$ cat src/rtl/eca_engine.sv
// rtl/eca_engine.sv - elementary cellular automaton engine with block-addressed access and a run controller
//
// Ports:
//   clk, reset        clock and synchronous active-high reset
//   cfg_rule_i        Wolfram rule number, captured when a start is accepted
//   cfg_wrap_i        1 = toroidal edges, 0 = constant-pad edges, captured on start
//   cfg_pad_i         edge pad value when not wrapping, captured on start
//   wr_en_i/wr_addr_i/wr_data_i   block write, honoured only in IDLE
//   rd_addr_i/rd_data_o           registered block read, one cycle latency
//   start_i/gen_count_i/stop_i    run control; gen_count_i = 0 free-runs until stop_i
//   busy_o            high in every RUN cycle
//   done_o            one-cycle pulse after a run completes or is stopped
//   stable_o          last generation reproduced the previous state
//   gen_o             generations since reset, wrapping
module eca_engine #(
    parameter int NUM_CELLS = 64,
    parameter int BLOCK_W   = 8,
    parameter int GEN_W     = 16,
    localparam int NUM_BLOCKS = NUM_CELLS / BLOCK_W,
    localparam int ADDR_W     = $clog2(NUM_BLOCKS)
) (
    input  logic               clk,
    input  logic               reset,
    input  logic [7:0]         cfg_rule_i,
    input  logic               cfg_wrap_i,
    input  logic               cfg_pad_i,
    input  logic               wr_en_i,
    input  logic [ADDR_W-1:0]  wr_addr_i,
    input  logic [BLOCK_W-1:0] wr_data_i,
    input  logic [ADDR_W-1:0]  rd_addr_i,
    output logic [BLOCK_W-1:0] rd_data_o,
    input  logic               start_i,
    input  logic [GEN_W-1:0]   gen_count_i,
    input  logic               stop_i,
    output logic               busy_o,
    output logic               done_o,
    output logic               stable_o,
    output logic [GEN_W-1:0]   gen_o
);

    localparam logic [0:0] ST_IDLE = 1'b0;
    localparam logic [0:0] ST_RUN  = 1'b1;

    logic [0:0]           state_q;
    logic [NUM_CELLS-1:0] cells_q;
    logic [NUM_CELLS-1:0] cells_d;
    logic [NUM_CELLS-1:0] next_cells;
    logic [NUM_CELLS+1:0] ext;
    logic [7:0]           rule_q;
    logic                 wrap_q;
    logic                 pad_q;
    logic [GEN_W-1:0]     remaining_q;
    logic [BLOCK_W-1:0]   rd_next;

    // ext[0] is the virtual cell[-1], ext[NUM_CELLS+1] the virtual cell[NUM_CELLS],
    // so ext[i +: 3] is exactly {L, C, R} for cell i.
    always_comb begin
        ext = {(wrap_q ? cells_q[0] : pad_q), cells_q, (wrap_q ? cells_q[NUM_CELLS-1] : pad_q)};
        next_cells = '0;
        for (int i = 0; i < NUM_CELLS; i++) begin
            next_cells[i] = rule_q[ext[i +: 3]];
        end
    end

    // Cell update: a write in IDLE or one generation in RUN. Addresses that match
    // no block fall through the loop and leave the cells untouched.
    always_comb begin
        cells_d = cells_q;
        if (state_q == ST_RUN) begin
            cells_d = next_cells;
        end else if (wr_en_i) begin
            for (int b = 0; b < NUM_BLOCKS; b++) begin
                if (wr_addr_i == ADDR_W'(b)) begin
                    cells_d[b*BLOCK_W +: BLOCK_W] = wr_data_i;
                end
            end
        end
    end

    // Read port sees the post-edge cell value, hence it muxes cells_d, not cells_q.
    always_comb begin
        rd_next = '0;
        for (int b = 0; b < NUM_BLOCKS; b++) begin
            if (rd_addr_i == ADDR_W'(b)) begin
                rd_next = cells_d[b*BLOCK_W +: BLOCK_W];
            end
        end
    end

    always_ff @(posedge clk) begin
        if (reset) begin
            state_q     <= ST_IDLE;
            cells_q     <= NUM_CELLS'(1);
            rule_q      <= 8'd110;
            wrap_q      <= 1'b1;
            pad_q       <= 1'b0;
            remaining_q <= '0;
            rd_data_o   <= '0;
            done_o      <= 1'b0;
            stable_o    <= 1'b0;
            gen_o       <= '0;
        end else begin
            cells_q   <= cells_d;
            rd_data_o <= rd_next;
            done_o    <= 1'b0;
            case (state_q)
                ST_IDLE: begin
                    if (wr_en_i) begin
                        stable_o <= 1'b0;
                    end else if (start_i) begin
                        rule_q      <= cfg_rule_i;
                        wrap_q      <= cfg_wrap_i;
                        pad_q       <= cfg_pad_i;
                        remaining_q <= gen_count_i;
                        state_q     <= ST_RUN;
                    end
                end
                ST_RUN: begin
                    gen_o    <= gen_o + GEN_W'(1);
                    stable_o <= (next_cells == cells_q);
                    // remaining_q == 0 marks a free run; it is never decremented there.
                    if (remaining_q != '0) begin
                        remaining_q <= remaining_q - GEN_W'(1);
                    end
                    if (stop_i || remaining_q == GEN_W'(1)) begin
                        state_q     <= ST_IDLE;
                        remaining_q <= '0;
                        done_o      <= 1'b1;
                    end
                end
                default: state_q <= ST_IDLE;
            endcase
        end
    end

    assign busy_o = (state_q == ST_RUN);

endmodule

$ cat config.mk
export PLATFORM = sky130hd
export DESIGN_NAME = eca_engine
export DESIGN_NICKNAME = d
export VERILOG_FILES = /design/src/rtl/eca_engine.sv
export SDC_FILE = /design/constraint.sdc
export NUM_CORES = 1
export LEC_CHECK = 0
export ABC_AREA = 1
export CORE_ASPECT_RATIO = 0.7
export CORE_UTILIZATION = 61
export CTS_CLUSTER_SIZE = 28
export DETAILED_ROUTE_END_ITERATION = 6
export PLACE_DENSITY = 0.81
export SETUP_SLACK_MARGIN = 0.5
export SYNTH_ARGS = -nofsm -noshare
export SYNTH_HDL_FRONTEND = slang
export SYNTH_SLANG_ARGS = --single-unit
$ cat constraint.sdc
create_clock -name clk -period 2.2 [get_ports clk]
set_input_delay 0.44 -clock clk [delete_from_list [all_inputs] [get_ports clk]]
set_output_delay 0.44 -clock clk [all_outputs]
set_load 0.01 [all_outputs]
==> results of run 1 <==
-- cells in the mapped netlist (all sizes together) --
library cell,count,share of area [%]
nand2,774,26
nand3,466,21
nor2,194,6.5
inv,144,4.8
dfxtp,117,21
o21ai,86,3.9
buf,83,3.8
o211ai,54,3.6
clkbuf,38,1.3
a21oi,33,1.5
clkinv,29,0.97
a211oi,23,1.5
a31oi,16,0.95
nand4,14,0.78
nor3,14,0.67
xor2,12,0.94
ha,4,0.45
nor3b,2,0.13
nor4,2,0.11
o21a,2,0.13
and2,1,0.056
mux2i,1,0.089
nand3b,1,0.067
o21ba,1,0.089
xnor2,1,0.078
-- per-layer routing --
layer,GRT usage (%),overflow
met4,88.4,78
met1,88.5,26
met3,80.9,29
met2,99.8,98
met5,60.6,4
-- metrics by stage --
step	setup slack, ns	TNS, ns
4_1_cts	0.232	0
3_5_place_dp	-0.277	-2.52
3_3_place_gp	-0.209	-1.45
2_1_floorplan	0.514	0
-- what timing repair did --
action | in CTS
setup buffers | 32
gates cloned | 14
setup endpoints to repair | 102
gates resized for setup | 298
pin swaps | 96
hold endpoints to repair | 0
-- cell families after synthesis --
family                   Yosys count  synth area share [%]
AND/OR/NAND/NOR                 1468                  55.0
buffers and inverters            294                  10.8
AO/OA/AOI/OAI                    215                  11.7
flip-flops                       117                  20.9
XOR/XNOR                          13                  1.02
adder cells (fa/ha/maj)            4                 0.446
multiplexers                       1                0.0893
==> results by stage, run 1 <==
Synth:
- The number of instances in the synthesized netlist is 2112.
- The mapped netlist covers 11200 um2.
- The proportion of synthesized chip area in sequential cells is 20.9%.
- The number of nets produced by synthesis is around 2200.
- The Yosys step of the flow raised 0 warnings.
- The per-instance average area after synthesis is around 5.3 um2.
- The number of synthesized register bits is around 120.
- The count of distinct cell types in the synthesized netlist is 34.

Outcome:
- The tool reported: "[ERROR GRT-0232] Routing congestion too high. Check the congestion heatmap in the GUI".
- The flow did not finish.
- The flow stopped in global routing (5_1_grt).

Floorplan:
- The chip width is 164 um.
- roughly 70 I/O pins were placed.
- For this configuration, the core starts out at a cell density of around 62%.
- The die is 115 um tall.
- The initialized floorplan defines 41 standard-cell rows.

Clock tree:
- The CTS buffer count is 17.
- No sink is reached through more buffers than the 2 on the longest clock path.
- The clock net in this run drives a total of approximately 120 sinks.
- The CTS root buffer is sky130_fd_sc_hd__clkbuf_16.
- The depth of the CTS H-tree is 4.
- Hold repair after CTS inserted 0 buffers.

Timing:
- After the last repair the worst path ends at a register input.
- The worst setup endpoint after the global-route repair_timing is stable_o$_SDFFE_PP0P_/D.

Placed design:
- The placer congestion estimate is around 1.1.
- The number of placed instances, taps included, is around 2500.
- After detailed placement, the total cell area comes to between 10000 and 15000 um2.
- Input and output buffers added on the ports amount to between 70 and 80.
- The placed wire-length estimate is approximately 34000 um.

GRT:
- The maximum number of pins on one net before global-route repair is 76.
- The overall track demand over capacity in global routing is between 80% and 90%.
- After global routing the overflow that remains totals ~240.
==> inputs of run 2 (changes only) <==
CORE_ASPECT_RATIO = not set   (was 0.7)
CORE_UTILIZATION = 40   (was 61)
CTS_CLUSTER_SIZE = not set   (was 28)
PLACE_DENSITY = not set   (was 0.81)
PLACE_DENSITY_LB_ADDON = 0.15   (was not set)
SETUP_SLACK_MARGIN = not set   (was 0.5)
==> run 2 against run 1 <==
Effect of this change:
- the run now ends clean
- synthesized area stayed put
- synthesized cell count stayed put
==> results by stage, run 2 <==
Synth:
- The number of synthesized register bits is 117 (unchanged).
- The area of the mapped netlist is 11200 um2 (unchanged).
- The per-instance average area after synthesis is 5.31 um2 (unchanged).
- The post-synthesis async set-or-reset flop share was 0% (unchanged).
- The count of synthesis-stage warnings from yosys is 0 (unchanged).
- The proportion of synthesized chip area in sequential cells is 20.9% (unchanged).
- The share of Yosys cell area claimed by the top area cell type is 25.9% (unchanged).
- The primary flip-flop cell chosen by synthesis mapping is sky130_fd_sc_hd__dfxtp_1 (unchanged).
- The count of distinct cell types in the synthesized netlist was 34 (unchanged).
- The number of nets produced by synthesis was 2161 (unchanged).
- Commonest cells in the netlist: 774 x sky130_fd_sc_hd__nand2_1, 466 x sky130_fd_sc_hd__nand3_1, 194 x sky130_fd_sc_hd__nor2_1, 139 x sky130_fd_sc_hd__inv_1, 117 x sky130_fd_sc_hd__dfxtp_1 (unchanged).
- The biggest area consumer among synthesized cells is sky130_fd_sc_hd__nand2_1 (unchanged).
- The number of flops mapped to enable cells by yosys came to 0 (unchanged).
- The leading cell type by number of instances after synthesis is sky130_fd_sc_hd__nand2_1 (unchanged).
- Top cells by area, synth: sky130_fd_sc_hd__nand2_1 26%, sky130_fd_sc_hd__dfxtp_1 21%, sky130_fd_sc_hd__nand3_1 21% (unchanged).
- The number of instances in the synthesized netlist is 2112 (unchanged).

GRT:
- The overall overflow remaining after global route is 0.
- The initial antenna violation count is 1.
- The via count of the first global-routing pass is 13300.
- The global-route wire length before repair is roughly 70000 um.
- Entering global routing, the biggest net connects just under 90 pins.
- Across every metal layer, demand over resource in global routing totals roughly 31%.

Critical path:
- Data arrives at the worst endpoint at 2.55 ns.
- The delay contributed by the slowest stage of the critical path is ~0.36 ns.
- The endpoint kind of the worst setup timing path is a flip-flop.
- The startpoint type of the worst setup path is a flip-flop.
- The worst-case reg-to-reg path depth is 16.
- The library cell appearing most often on the critical path is sky130_fd_sc_hd__nand2_1.
- Walking the worst path, the cells encountered are clkinvlp_4 -> buf_12 -> clkbuf_16 -> nand2_2 -> nand3_1 -> nand3_1 -> nand2_1 -> nand2_1 -> nand2_1 -> nor2_2 -> nand2_1 -> nor2_1 -> nand2_1 -> nor2_2 -> nand2_2 -> a21oi_2.
- Together, buffers and inverters on the worst path number 3.
- The maximum fanout along the worst path is 10.
- The slowest stage cell on the critical path is sky130_fd_sc_hd__dfxtp_4.
- The required time at the worst-slack endpoint is 2.56 ns.
- On the critical path the largest part of the delay comes from simple AND/OR/NAND/NOR gates.
- The cell depth of the worst setup path is 16.
- The critical path class is flip-flop to flip-flop.

Power and ir drop:
- The overall power consumption is slightly below 9 mW.
- The worst-case IR drop observed on VDD is 0.509 mV.
- The analysis attributes to cell leakage a power of 6.34 nW.
- The power density over cell area is ~600 nW/um2.

Worst hold path:
- The worst hold path passes through 4 cells.
- The path category of the worst min-delay check is input pin to flip-flop.

Layout:
- Cells with a size suffix above 1 make up around an eighth of the layout.
- The most common library cell in the layout ignoring fill and taps is sky130_fd_sc_hd__nand2_1.
- From synthesis to final layout, the design area changed by 27.6%.
- The number of cells in the finished layout apart from fillers is approximately 2700.
- The largest registers in the layout are cells_q x64, gen_o x16, remaining_q x16.
- The net count of the finished layout is approximately 2300.
- In the layout the commonest cells are 763 x sky130_fd_sc_hd__nand2_1, 459 x sky130_fd_sc_hd__nand3_1, 183 x sky130_fd_sc_hd__nor2_1, 155 x sky130_fd_sc_hd__buf_4, 135 x sky130_fd_sc_hd__inv_1.
- More flip-flops sit in one register than any other, and that register is cells_q.
- The number of fill cells is 2853.
- The number of flip-flops under the largest register name is 64.

Detailed routing:
- For this run, design rule violations remaining after detail routing come to 0.
- The detailed-router iteration count before antenna repair is 6.
- The routed via count divided by cell count is ~5.7.
- After the first detailed-routing iteration, the DRC count stood at roughly 2100.
- Summed over all layers, the routed wires come to 45700 um.
- The routed via count is approximately 15000.
- The number of nets still failing antenna checks after routing is 0.
- Dividing the detail-routed wire length by the instance count gives between 15 and 20 um.

Timing:
- Hold is met by a little over 0.4 ns.
- The max-slew headroom at the worst pin is between 60% and 70%.
- The final-report hold violation count was 0.
- Setup repair after global routing could not meet its margin everywhere.
- Based on the critical path, the design can be clocked at up to 0.458 GHz.
- Setup violations remaining at the end of the flow were counted as 0.
- At the pin with the least slew margin, the transition time is approximately 0.58 ns.
- The worst setup skew after layout is 0.0120 ns.
- The minimum period implied by the final worst setup slack is between 2 and 2.5 ns.
- For the final routed database, the setup TNS stands at 0 ns.
- The worst-case setup margin in the final layout is between 0.015 and 0.02 ns.
- The fraction of the cycle the final worst path needs is between 90 and 100%.
- The number of pins with negative max-slew slack in the final report was 0.

Floorplan:
- The floorplan step defined a core boundary enclosing 27300 um2.
- The die covers about 29000 um2.
- The y dimension of the die is 169 um (was 115 um).
- The number of rows created at floorplan is 60 (was 41).
- The chip width is 169 um (was 164 um).
- The total I/O pin count is 72 (unchanged).
- The initial cell density of the core is 41.1% (was 62.3%).

Clock tree:
- After clock tree synthesis, the clock-pin slew on the worst setup and hold paths is around 0.070 ns.
- The CTS buffer count was 17 (unchanged).
- TritonCTS built the clock tree.
- The clock net sink count is 117 (unchanged).
- The number of buffers between clock root and the deepest sink is 2 (unchanged).
- The hold-fix buffer count after cts is 0 (unchanged).
- The CTS root buffer is sky130_fd_sc_hd__clkbuf_16 (unchanged).
- For the worst-skew pair, the clock arrives at the later sink with an insertion delay of 0.44 ns.
- The depth of the CTS H-tree is 4 (unchanged).

Outcome:
- Status: finished clean (was aborted with a tool error).

Placed design:
- The setup slack at placement is -0.316 ns (was -0.277 ns).
- The placer congestion estimate was 0.973 (was 1.07).
- The placed wire-length estimate is 32900 um (was 33700 um).
- The number of buffer cells added on primary ports was 71 (unchanged).
- The cell total after placement came to 2609 (was 2487).

Job:
- Max-cap violations in this run came to 0.
## run 2: final cells by class
cell class	count	area (um2)	share of cell area, %
Timing Repair Buffer	257	2480	17.3
Clock buffer	18	439	3.07
Antenna cell	1	2.50	0.0175
Tap cell	372	465	3.25
Sequential cell	117	2350	16.4
Inverter	173	664	4.64
Clock inverter	14	144	1.01
Multi-Input combinational cell	1701	7760	54.2
## run 2: worst register-to-register path: cells and delay by family, from the launching register on
| family | cells | cell delay (ns) |
|---|---|---|
| AND/OR/NAND/NOR | 12 | 1.15 |
| buffers and inverters | 3 | 0.49 |
| flip-flops | 1 | 0.36 |
| AO/OA/AOI/OAI | 1 | 0.11 |
## run 2: final timing paths
path / startpoint / endpoint / slack (ns)
setup reg to reg: rule_q[3] / stable_o / 0.02
hold / removal: reset / remaining_q[15] / 0.42
setup / recovery: rule_q[3] / stable_o / 0.02
hold reg to reg: gen_o[14] / gen_o[14] / 0.49
## run 2: what timing repair did
action | 4_1_cts | 5_1_grt
endpoints found under the setup margin | 0 | 8
setup buffers | 0 | 7
gates resized for setup | 0 | 47
## run 2: per-stage QoR
stage | utilization (%) | cell area, um2
CTS | 51.4 | 14000
global route | 52.5 | 14300
finish | 52.5 | 14300
detailed placement | 49.2 | 13400
global placement | 49.2 | 13400
floorplan | - | 11200
## run 2: per-layer routing
layer / up-vias / track usage [%] / share of wire [%]
met1: 6800 / 41.1 / 42
met3: 135 / 6.32 / 10
met5: - / 0 / 0
li1: 7268 / - / -
met2: 828 / 48.9 / 44
met4: 0 / 14.1 / 4.1
## run 2: cell families after synthesis
| family | count (synthesis) | synth area share, % |
|---|---|---|
| buffers and inverters | 294 | 10.8 |
| adders and majority gates | 4 | 0.446 |
| muxes | 1 | 0.0893 |
| DFF | 117 | 20.9 |
| and+or+nand+nor | 1468 | 55.0 |
| xor gates and xnor gates | 13 | 1.02 |
| AOI/OAI and AO/OA | 215 | 11.7 |
## run 2: report_power, final
part / switching [mW] / internal (mW) / total (mW)
combinational: 2.22 / 1.32 / 3.55
clock: 1.27 / 1.62 / 2.88
sequential: 0.144 / 2.26 / 2.40
total: 3.63 / 5.20 / 8.83
Note: power is estimated with default switching activity, not from simulation.
==> inputs of run 3 (changes only) <==
CORE_UTILIZATION = 45   (was 40)
MAX_ROUTING_LAYER = met4   (was not set)
==> run 3 against run 2 <==
Effect of this change:
- core utilization up 5.9 points
- first-iteration DRC count fell by 8.0%
- critical endpoint is now busy_o
- largest power group unchanged
- flip-flop and latch count is the same
- hold slack got worse by 0.060 ns
- sequential share of layout area about the same
- wire length down 0.78%
- sequential power is essentially flat
- die area fell by 11%
- power rose by 3.5%
- clock-buffer cell count is the same
- via count down 0.82%
- critical path type is now flip-flop to primary output
- global-route usage up 4.5 points
==> results by stage, run 3 (synthesized netlist as in run 2, its figures left out) <==
Timing:
- The setup TNS after final layout is 0 ns (unchanged).
- The number of pins with negative max-slew slack in the final report came to 0 (unchanged).
- The pin slew with the least headroom to its limit is 0.536 ns (was 0.582 ns).
- The fraction of the cycle the final worst path needs is 98.5% (was 99.2%).
- The tightest hold margin came to 0.356 ns (was 0.416 ns).
- The setup violation total in the final timing report is 0 (unchanged).
- The max-slew headroom at the worst pin is 64.1% (was 61.1%).
- RSZ-0062 raised after global routing: yes (unchanged).
- The final-report hold violation count was 0 (unchanged).
- The minimum period implied by the final worst setup slack is 2.17 ns (was 2.18 ns).
- The worst setup skew after layout is 0.0157 ns (was 0.0120 ns).
- The worst-case setup margin in the final layout is 0.0330 ns (was 0.0174 ns).
- The achievable clock frequency is 0.461 GHz (was 0.458 GHz).

Clock tree:
- The clock net sink count was 117 (unchanged).
- The CTS buffer count came to 17 (unchanged).
- The depth of the CTS H-tree is 4 (unchanged).
- The clock tree from TritonCTS was yes (unchanged).
- The CTS root buffer is sky130_fd_sc_hd__clkbuf_16 (unchanged).
- The number of buffers between clock root and the deepest sink was 2 (unchanged).
- The worst-skew pair later-pin latency is 0.44 ns (about the same).
- The clock slew at the register clock pins of the worst setup and hold paths is 0.06 ns (was 0.07 ns).

Floorplan:
- The number of rows created at floorplan is 57 (was 60).
- The area of the die is 25500 um2 (was 28700 um2).
- The initial cell density of the core came to 46.0% (was 41.1%).
- The chip width is 160 um (was 169 um).
- The y dimension of the die was 160 um (was 169 um).
- The area of the core region is 24400 um2 (was 27300 um2).
- The total I/O pin count is 72 (unchanged).

Power and ir drop:
- The worst ir drop on vdd is 0.540 mV (was 0.509 mV).
- The cell internal power dissipation is 5.59 mW (was 5.20 mW).
- The portion of total power attributed to sequential cells came to 26.3% (was 27.2%).
- The power density over cell area was 642 nW/um2 (was 618 nW/um2).
- The leakage dissipation came to 6.33 nW (was 6.34 nW).
- The switching power as a share of total power is 38.9% (was 41.1%).
- The net switching power figure is 3.55 mW (was 3.63 mW).
- The share of power burned in combinational logic is 38.3% (was 40.1%).
- The clock group share of total power came to 35.4% (was 32.7%).

Worst hold path:
- The path category of the worst min-delay check is input pin to flip-flop (unchanged).

Detailed routing:
- The DRC violation total after the first TritonRoute iteration came to 1967 (was 2139).
- The routed wire length is 45400 um (was 45700 um).
- The routed via count was 14900 (was 15000).
- The average detailed-routed wire length per instance is 17.4 um (was 17.2 um).
- The number of nets still failing antenna checks after routing is 0 (unchanged).
- The number of remaining DRC errors came to 0 (unchanged).
- The routed via count divided by cell count is 5.73 (was 5.67).
- The detailed-router iteration count before antenna repair is 6 (unchanged).

Outcome:
- Status: finished clean (unchanged).

Layout:
- The register area is 2340 um2 (was 2350 um2).
- Biggest regs: cells_q x64, gen_o x16, remaining_q x16 (unchanged).
- The number of cells in the finished layout apart from fillers is 2600 (was 2653).
- The number of fill cells is 2482 (was 2853).
- The number of antenna diodes was 0 (was 1).
- The number of flip-flops under the largest register name is 64 (unchanged).
- The final design area excluding fillers is 14200 um2 (was 14300 um2).
- The fraction of final layout cells with drive strength greater than 1 is 10.8% (was 11.8%).
- Most frequent cells in the layout: 772 x sky130_fd_sc_hd__nand2_1, 466 x sky130_fd_sc_hd__nand3_1, 185 x sky130_fd_sc_hd__nor2_1, 148 x sky130_fd_sc_hd__buf_4, 135 x sky130_fd_sc_hd__inv_1 (was 763 x sky130_fd_sc_hd__nand2_1, 459 x sky130_fd_sc_hd__nand3_1, 183 x sky130_fd_sc_hd__nor2_1, 155 x sky130_fd_sc_hd__buf_4, 135 x sky130_fd_sc_hd__inv_1).
- The most common library cell in the layout ignoring fill and taps was sky130_fd_sc_hd__nand2_1 (unchanged).
- The area occupied by multi-input gates came to 7700 um2 (was 7760 um2).
- The total number of nets in the final design is 2312 (was 2316).
- The largest register by flop count is cells_q (unchanged).
- The synthesis-to-layout area growth was 27.1% (was 27.6%).

Placed design:
- The number of buffer cells added on primary ports is 71 (unchanged).
- The post-placement cell area is 13400 um2 (about the same).
- The placed wire-length estimate is 32500 um (was 32900 um).
- The setup slack at placement is -0.514 ns (was -0.316 ns).
- The placer congestion estimate is 0.995 (was 0.973).
- The cell total after placement is 2563 (was 2609).

GRT:
- The initial antenna violation count is 0 (was 1).
- The global-route wire length before repair came to 70100 um (was 70400 um).
- The busiest layer in global routing is met2 (unchanged).
- The overall track demand over capacity in global routing is 35.7% (was 31.2%).
- The global routing met3 resource utilization is 6.00% (was 6.32%).
- The overall overflow remaining after global route is 0 (unchanged).
- The met2 layer usage reported by global route is 55.6% (was 48.9%).
- The maximum number of pins on one net before global-route repair is 88 (unchanged).
- The via count of the first global-routing pass came to 13100 (was 13300).
- The met1 global-route usage is 45.8% (was 41.1%).

Critical path:
- The required time at the worst-slack endpoint came to 1.76 ns (was 2.56 ns).
- The critical path class is flip-flop to primary output (was flip-flop to flip-flop).
- The arrival time of the worst setup path is 1.73 ns (was 2.55 ns).
- The endpoint kind of the worst setup timing path is a primary output (was flip-flop).
- The worst reg-to-reg setup slack was 0.08 ns (was 0.02 ns).
- The startpoint type of the worst setup path is a flip-flop (unchanged).
- The maximum fanout along the worst path was 26 (was 10).

Job:
- The max-cap check violation count is 0 (unchanged).
-- run 3: cell types whose count changed in the layout (fill, tap and decap cells not counted), moves of 3 or more --
cell / change
sky130_fd_sc_hd__buf_4: -7
sky130_fd_sc_hd__o21ai_0: -3
sky130_fd_sc_hd__buf_12: +4
sky130_fd_sc_hd__nand3_1: +7
sky130_fd_sc_hd__inv_6: -4
sky130_fd_sc_hd__nand3_2: -7
sky130_fd_sc_hd__nand2_1: +9
sky130_fd_sc_hd__bufinv_16: +4
sky130_fd_sc_hd__nand2_2: -9
-- run 3: timing repair --
item                       CTS  global route
setup endpoints to repair    2            10
setup buffers                0             3
cloned                       0             2
resized for setup            3            30
hold buffers                 0             0
pin swaps                    0             4
-- run 3: metal layers --
metal	up-vias	part of all wire (%)
li1	7269	-
met1	6728	43
met2	776	44
met3	134	9.5
met4	0	3.7
met5	-	0
-- run 3: path summary, 6_finish.rpt --
| path | end | from | cells after the start |
|---|---|---|---|
| worst min-delay path | stable_o | wr_en_i | 4 |
| worst max-delay path | busy_o | busy_o | 2 |
| worst min register to register | stable_o | stable_o | 2 |
| worst max register to register | stable_o | rule_q[5] | 15 |
-- run 3: layout make-up --
type,count,area share (%)
flip-flops and latches,117,16.5
inverters,173,4.64
well taps,324,2.84
clock buffers,18,3.01
multi-input cells,1701,54.0
repair buffers,253,17.4
clock inverters,14,1.59
-- run 3: critical path, stage by stage, from the launching register on --
cell and delay (ns):
sky130_fd_sc_hd__dfxtp_2 0.50, sky130_fd_sc_hd__buf_12 0.23, sky130_fd_sc_hd__clkdlybuf4s50_1 0.57
-- run 3: stage by stage --
step / util [%] / total power [mW]
after floorplan: - / 4.48
after global placement: 55.1 / 5.76
after detailed placement: 55.1 / 5.79
after CTS: 57.8 / 9.01
after global routing: 58.4 / 9.59
final: 58.4 / 9.14
-- run 3: power groups by stage --
stage / clock network, mW / logic [mW] / registers, mW
detailed placement: 0 / 3.35 / 2.44
global route: 3.32 / 3.84 / 2.42
floorplan: 0 / 2.09 / 2.40
CTS: 3.24 / 3.38 / 2.39
global placement: 0 / 3.32 / 2.44
finish: 3.24 / 3.50 / 2.40
